**src/rtl/seven_seg_bcd_display.sv**
```systemverilog
// Multi-digit seven-segment driver: binary value in, sequential double-dabble
// to BCD, then blanked/overflow-dashed active-low segments with optional blink.
module seven_seg_bcd_display #(
    parameter int VALUE_W    = 16,
    parameter int NUM_DIGITS = 4,
    parameter int BLINK_W    = 24
) (
    input  logic                    i_clk,
    input  logic                    i_rst_n,
    input  logic                    i_valid,
    input  logic [VALUE_W-1:0]      i_value,
    output logic                    o_ready,
    input  logic                    i_blink,
    output logic [7*NUM_DIGITS-1:0] o_seven,
    output logic                    o_overflow
);

    localparam int CONV_DIGITS = (VALUE_W + 2) / 3 + 1;
    localparam int BCD_W       = 4 * CONV_DIGITS;
    localparam int EXT_DIGITS  = (CONV_DIGITS > NUM_DIGITS) ? CONV_DIGITS : NUM_DIGITS;
    localparam int CNT_W       = $clog2(VALUE_W);
    localparam logic [CNT_W-1:0] LAST_SHIFT = CNT_W'(VALUE_W - 1);

    localparam logic [1:0] IDLE  = 2'd0;
    localparam logic [1:0] SHIFT = 2'd1;
    localparam logic [1:0] LOAD  = 2'd2;

    localparam logic [6:0] DARK = 7'b1111111;
    localparam logic [6:0] DASH = 7'b0111111;

    logic [1:0]                state;
    logic [VALUE_W-1:0]        bin;
    logic [BCD_W-1:0]          bcd;
    logic [BCD_W-1:0]          bcd_adj;
    logic [CNT_W-1:0]          cnt;
    logic [4*EXT_DIGITS-1:0]   ext;
    logic                      seen;
    logic [7*NUM_DIGITS-1:0]   seg_d;
    logic [7*NUM_DIGITS-1:0]   seg_q;
    logic                      ovf_d;
    logic                      ovf_q;
    logic [BLINK_W-1:0]        presc;
    logic                      phase;

    function automatic logic [6:0] digit_code(input logic [3:0] d);
        case (d)
            4'd0:    digit_code = 7'b1000000;
            4'd1:    digit_code = 7'b1111001;
            4'd2:    digit_code = 7'b0100100;
            4'd3:    digit_code = 7'b0110000;
            4'd4:    digit_code = 7'b0011001;
            4'd5:    digit_code = 7'b0010010;
            4'd6:    digit_code = 7'b0000010;
            4'd7:    digit_code = 7'b1011000;
            4'd8:    digit_code = 7'b0000000;
            4'd9:    digit_code = 7'b0010000;
            default: digit_code = DARK;
        endcase
    endfunction

    always_comb begin
        bcd_adj = bcd;
        for (int i = 0; i < CONV_DIGITS; i++) begin
            if (bcd[4*i +: 4] >= 4'd5)
                bcd_adj[4*i +: 4] = bcd[4*i +: 4] + 4'd3;
        end
    end

    // Digits above the most significant nonzero one stay dark; digit 0 always shows.
    always_comb begin
        ext              = '0;
        ext[BCD_W-1:0]   = bcd;
        ovf_d            = 1'b0;
        seen             = 1'b0;
        seg_d            = '1;
        for (int i = NUM_DIGITS; i < EXT_DIGITS; i++)
            ovf_d = ovf_d | (|ext[4*i +: 4]);
        for (int k = NUM_DIGITS - 1; k >= 0; k--) begin
            if (ext[4*k +: 4] != 4'd0 || k == 0)
                seen = 1'b1;
            if (ovf_d)
                seg_d[7*k +: 7] = DASH;
            else if (seen)
                seg_d[7*k +: 7] = digit_code(ext[4*k +: 4]);
            else
                seg_d[7*k +: 7] = DARK;
        end
    end

    always_ff @(posedge i_clk or negedge i_rst_n) begin
        if (!i_rst_n) begin
            state <= IDLE;
            bin   <= '0;
            bcd   <= '0;
            cnt   <= '0;
            seg_q <= '1;
            ovf_q <= 1'b0;
        end else begin
            case (state)
                IDLE: begin
                    if (i_valid) begin
                        bin   <= i_value;
                        bcd   <= '0;
                        cnt   <= '0;
                        state <= SHIFT;
                    end
                end
                SHIFT: begin
                    bcd <= {bcd_adj[BCD_W-2:0], bin[VALUE_W-1]};
                    bin <= {bin[VALUE_W-2:0], 1'b0};
                    cnt <= cnt + 1'b1;
                    if (cnt == LAST_SHIFT)
                        state <= LOAD;
                end
                LOAD: begin
                    seg_q <= seg_d;
                    ovf_q <= ovf_d;
                    state <= IDLE;
                end
                default: state <= IDLE;
            endcase
        end
    end

    always_ff @(posedge i_clk or negedge i_rst_n) begin
        if (!i_rst_n) begin
            presc <= '0;
            phase <= 1'b0;
        end else begin
            presc <= presc + 1'b1;
            if (&presc)
                phase <= ~phase;
        end
    end

    assign o_ready    = (state == IDLE);
    assign o_seven    = seg_q | {(7*NUM_DIGITS){i_blink & phase}};
    assign o_overflow = ovf_q;

endmodule

```
**config.mk**
```make
export PLATFORM = sky130hd
export DESIGN_NAME = seven_seg_bcd_display
export DESIGN_NICKNAME = d
export VERILOG_FILES = /design/src/rtl/seven_seg_bcd_display.sv
export SDC_FILE = /design/constraint.sdc
export NUM_CORES = 1
export LEC_CHECK = 0
export CAP_MARGIN = 20
export CORE_AREA = 2 2 100 150
export DETAILED_ROUTE_END_ITERATION = 12
export DIE_AREA = 0 0 102 152
export GPL_TIMING_DRIVEN = 0
export PLACE_DENSITY_LB_ADDON = 0.05
export SYNTH_ARGS = -nofsm -noshare
export SYNTH_HDL_FRONTEND = slang
export SYNTH_SLANG_ARGS = --single-unit
```
**constraint.sdc**
```tcl
create_clock -name i_clk -period 4.1 [get_ports i_clk]
set_clock_uncertainty 0.2 [all_clocks]
set_input_delay 0.82 -clock i_clk [delete_from_list [all_inputs] [get_ports i_clk]]
set_output_delay 0.82 -clock i_clk [all_outputs]
set_load 0.01 [all_outputs]
```
# Word level (Yosys, flattened, before mapping)
# Memory sizes are Yosys's and may differ from the RTL's.
# Index checks and enable logic that the tools add are counted.
[totals]
latch_bits = 0
mem_bits_ro = 448
elab_cells = 75
in_bits = 20
mem_bits_rw = 0
out_inout_bits = 30
ff_bits = 104
mem_count = 4
[op_classes]
mul = 0
n_mux = 26
n_eq_ne = 5
n_shift = 0
n_bitwise = 5
add_sub_neg = 9
order_cmp = 7
n_div = 0
reduce_logical = 11
[mem_list]
columns = ["memory", "words", "word_bits", "read_ports", "rd_ports_with_merged_regs", "wr", "line", "source"]
rows = [
  ["(no name shown)", 16, 7, 1, 0, 0, "46", "case (d)"],
  ["(no name shown)", 16, 7, 1, 0, 0, "46", ""],
  ["(no name shown)", 16, 7, 1, 0, 0, "46", ""],
  ["(no name shown)", 16, 7, 1, 0, 0, "46", ""],
]
[op_table]
columns = ["operator", "n"]
rows = [
  ["$pmux W28 S2", 1],
  ["$mux W7", 7],
  ["$pmux W16 S2", 1],
  ["$ge A4 B3 Y1 const B", 7],
  ["$mux W28", 1],
  ["$mux W4", 7],
  ["$or A28 B28 Y28", 1],
  ["$add A24 B1 Y24 const B", 1],
  ["$add A4 B2 Y4 const B", 6],
  ["$reduce_and A24 Y1", 1],
  ["$mux W16", 1],
  ["$reduce_bool A4 Y1", 3],
  ["$reduce_or A4 Y1", 3],
  ["$pmux W4 S2", 1],
  ["$add A4 B1 Y4 const B", 1],
  ["$eq A4 B4 Y1 const B", 1],
  ["$mux W2", 2],
  ["$ne A2 B2 Y1 const B", 2],
  ["$pmux W2 S2", 1],
  ["$reduce_and A2 Y1", 2],
  ["$add A3 B2 Y3 const B", 1],
  ["$mux W1", 3],
  ["$mux W3", 1],
  ["$eq A2 B1 Y1 const B", 1],
  ["6 further kinds", 7],
]

# Longest topological paths before layout
[logic_depth]
word_depth = 6
mapped_depth = 7
ltp_nobuf = 6

# Worst setup path before layout
# OpenSTA, ideal clock, no wires.
[synth_path]
kind = "input port to output port"
start = "input port i_blink"
end = "output port o_seven[10]"
path_buffers = 1
arrival_time_ns = 1.436
setup_slack_ns = 1.644
required_ns = 3.080
stages = 3
path_cell_list = "nand2_1 clkbuf_1 nand2b_1"
[synth_via]
elab_chain_cells = 2
[synth_rtl]
columns = ["element", "line", "source"]
rows = [
  ["start: declaration", "13", "input logic i_blink,"],
  ["$and A1 B1 Y1", "137", "assign o_seven = seg_q | {(7*NUM_DIGITS){i_blink & phase}};"],
  ["$or A28 B28 Y28", "137", ""],
  ["end: declaration", "14", "output logic [7*NUM_DIGITS-1:0] o_seven,"],
]
# Every way passes these cells.

# Worst setup path after layout
[layout_path]
start = "input port i_blink"
end = "output port o_seven[24]"
# The elaborated chain is that of the path after synthesis.

==> impl_metrics.sql <==
INSERT INTO impl_metrics (metric_group, metric, value, unit) VALUES
('synth', 'synth_cell_type_count', '46', ''),
('setup_path', 'worst_setup_path_startpoint', 'i_blink', ''),
('synth', 'count_of_mapped_cells_out_of_synthesis', '592', ''),
('floorplanning', 'die_area', '0.01550', 'sq mm'),
('placement', 'place_inst', '838', ''),
('detailed_routing', 'vias', '4406', ''),
('synth', 'postSynthNetCount', '648', ''),
('detailed_routing', 'route.antenna.remaining_nets', '0', ''),
('detailed_routing', 'routedWlPerCell', '15.42', 'um'),
('clock_tree', 'cts_buffers', '9', ''),
('placement', 'port_buffers', '49', ''),
('global_route', 'grt-busiest-layer', 'met2', ''),
('clock_tree', 'clock_insertion_delay_worst_skew', '340', 'ps'),
('power', 'power_frac_comb', '46.8', '%'),
('synth', 'leading_post_synthesis_cells_by_cell_area', 'sky130_fd_sc_hd__dfrtp_1 (33%), sky130_fd_sc_hd__dfstp_2 (13%), sky130_fd_sc_hd__ha_1 (7.8%)', ''),
('global_route', 'grtUsageMet3', '2.208', '%'),
('layout', 'share_of_layout_cells_above_drive_strength_1', '10.03', '%'),
('detailed_routing', 'finalWirelength', '13170', 'um'),
('detailed_routing', 'post-route-drc-count', '0', ''),
('global_route', 'grt_pass1_vias', '4595', ''),
('floorplanning', 'chipWidth', '102', 'um'),
('timing', 'worst-slew-pin-transition', '681.8', 'ps'),
('power', 'peakVddDrop', '0.0002374', 'V'),
('layout', 'final_cells', '854', ''),
('placement', 'place_hpwl', '9575', 'um'),
('layout', 'antenna_cells_inserted', '0', ''),
('detailed_routing', 'post_drt_via_cell_ratio', '5.159', ''),
('setup_path', 'critPathArrivalTime', '2500', 'ps'),
('placement', 'dpl-instance-area', '0.006504', 'sq mm'),
('floorplanning', 'floorplan.core_area', '0.01432', 'sq mm'),
('setup_path', 'regToRegStartpoint', 'bcd[13]$_DFFE_PN0P_', ''),
('global_route', 'grt_remaining_overflow', '0', ''),
('synth', 'ys_ff_latch', '104', ''),
('synth', 'yosys-mux-area-fraction', '1.786', '%'),
('global_route', 'number_of_antenna_violations_at_the_first_check_in_global_routing', '0', ''),
('detailed_routing', 'drt_iter0_drc', '154', ''),
('synth', 'yosys.area.top_type', 'sky130_fd_sc_hd__dfrtp_1', ''),
('setup_path', 'worst-setup-path-type', 'in -> out', ''),
('layout', 'nets', '709', ''),
('setup_path', 'crit_path_end_kind', 'primary output', ''),
('clock_tree', 'cts_max_path_buffers', '2', ''),
('power', 'power_frac_seq', '34.2', '%'),
('power', 'totalPowerFinal', '4.898', 'mW'),
('synth', 'synth.top_cell.area_share', '33.12', '%'),
('floorplanning', 'die_height', '152', 'um'),
('global_route', 'grt_use_total', '17.82', '%'),
('layout', 'area_delta_synth_final', '18.82', '%'),
('placement', 'gpl.final_weighted_congestion', '0.8145', ''),
('floorplanning', 'top_level_ports', '50', ''),
('detailed_routing', 'drt_pass1_iterations', '4', ''),
('synth', 'synth_compound_area_share', '16.99', '%'),
('synth', 'synth_top_family_by_area', 'simple AND/OR/NAND/NOR gates', ''),
('run_status', 'status', 'completed', ''),
('synth', 'yosys_most_used_dff', 'sky130_fd_sc_hd__dfrtp_1', ''),
('synth', 'post_synth_edffs', '0', ''),
('worst_hold_path', 'hold_path.class', 'reg -> reg', ''),
('timing', 'max_clock_freq', '283.9', 'MHz'),
('power', 'intPower', '3.001', 'mW'),
('clock_tree', 'clock_tree.root_cell', 'sky130_fd_sc_hd__clkbuf_16', ''),
('timing', 'slew_violations', '0', ''),
('synth', 'portion_of_the_post_synthesis_area_used_by_sequential_elements', '45.93', '%'),
('power', 'pwr_density_cell', '717.7', 'mW/mm^2'),
('clock_tree', 'clock_sink_count', '104', ''),
('global_route', 'grt_util_met1', '20.11', '%'),
('floorplanning', 'core.rowCount', '54', ''),
('clock_tree', 'cts_repair_resize_count', '0', ''),
('timing', 'period_needed', '3522', 'ps'),
('timing', 'rsz_0062_raised_after_global_routing', 'no', ''),
('synth', 'post_synth_xor_area_fraction', '5.185', '%'),
('clock_tree', 'hold_buffers', '0', ''),
('power', 'share_clk_of_total_power', '19.1', '%');
-- routing by layer --
layer	vias up	wire length [um]
li1	2186	-
met1	2155	5327
met2	54	7419
met3	11	247
met4	0	171
met5	-	0
-- flip-flops by register name, summed over array words and instances (netlist names) --
register    flops
seg_q          28
presc          24
o_overflow      1
cnt             4
bcd            28
bin            16
state           2
phase           1
-- Yosys cell counts, types with 11 or more instances --
| library cell | instances |
|---|---|
| sky130_fd_sc_hd__dfrtp_1 | 76 |
| sky130_fd_sc_hd__a21oi_1 | 58 |
| sky130_fd_sc_hd__nor2_1 | 45 |
| sky130_fd_sc_hd__o21ai_0 | 43 |
| sky130_fd_sc_hd__nand2b_1 | 41 |
| sky130_fd_sc_hd__ha_1 | 36 |
| sky130_fd_sc_hd__dfstp_2 | 28 |
| sky130_fd_sc_hd__nand2_1 | 28 |
| sky130_fd_sc_hd__inv_1 | 26 |
| sky130_fd_sc_hd__xnor2_1 | 24 |
| sky130_fd_sc_hd__clkbuf_1 | 19 |
| sky130_fd_sc_hd__nor2b_1 | 19 |
| sky130_fd_sc_hd__nand3_1 | 17 |
| sky130_fd_sc_hd__a22oi_1 | 15 |
| sky130_fd_sc_hd__and3_1 | 11 |
-- power by group through the flow --
stage	combinational [mW]	sequential (mW)	clock, mW
floorplan	1.65	1.61	0
global placement	2.24	1.68	0
detailed placement	2.30	1.69	0
CTS	2.31	1.67	0.962
global route	2.58	1.72	1.00
finish	2.29	1.67	0.934
-- worst paths after layout --
path | to | slack [ps] | cells after the start
setup reg to reg | seg_q[9]$_DFFE_PN1N_ | 1920 | 6
min in group asynchronous | bcd[15]$_DFFE_PN0P_ | 290 | 1
setup / recovery | o_seven[24] | 580 | 5
hold / removal | presc[18]$_DFF_PN0_ | 270 | 1
hold reg to reg | presc[18]$_DFF_PN0_ | 270 | 1
max in group asynchronous | seg_q[4]$_DFFE_PN1N_ | 2660 | 2
-- cells by family (layout without fill, tap and decap cells) --
kind of cell               Yosys count  count (layout)
AOI/OAI and AO/OA                  161             161
DFF                                104             104
buffers and inverters               57             123
xor gates and xnor gates            34              34
and+or+nand+nor                    190             190
adders and majority gates           36              36
muxes                               10              10
-- cell type report --
| type | count | area (sq um) |
|---|---|---|
| Fill cell | 1416 | 7500 |
| Inverter | 26 | 97.59 |
| Sequential cell | 104 | 2638 |
| Tap cell | 196 | 245.2 |
| Multi-Input combinational cell | 431 | 2869 |
| Clock inverter | 7 | 95.09 |
| Timing Repair Buffer | 50 | 515.5 |
| Buffer | 31 | 138.9 |
| Clock buffer | 9 | 225.2 |
-- per-stage QoR --
| step | TNS, ps | hold WS, ps | util (%) | setup slack (ps) |
|---|---|---|---|---|
| after CTS | 0 | 269.6 | 47.64 | 498.2 |
| after detailed placement | 0 | 256.9 | 45.41 | 505.8 |
| after global routing | 0 | 292.3 | 47.64 | 389.1 |
| after global placement | -177610 | 253.5 | 45.23 | -2069 |
| final | 0 | 266.0 | 47.64 | 577.8 |
| after floorplan | 0 | 237.5 | - | 1644 |
-- placed cells by master (no fill, tap or decap), drive strengths merged, types with 3 or more instances in the layout --
cell type	n
o31ai	3
nor2b	19
nand2	28
a32o	7
clkdlybuf4s50	48
a22oi	15
a21oi	58
a22o	10
nor3b	4
o22ai	10
nor2	46
and4	3
nand2b	41
nand3	17
and3	11
nor3	6
clkbuf	28
dfrtp	76
clkinv	3
buf	14
dfstp	28
o32ai	3
nand4	8
o21ai	44
nor4	3
inv	27
xor2	10
ha	36
xnor2	24
mux2i	8
-- worst max-delay path, cell delays in order --
cell and delay [ps]:
sky130_fd_sc_hd__clkdlybuf4s50_1 400, sky130_fd_sc_hd__nand2_1 300, sky130_fd_sc_hd__clkbuf_1 400, sky130_fd_sc_hd__nand2b_1 100, sky130_fd_sc_hd__clkdlybuf4s50_1 490
(Power assumes the default switching activity.)
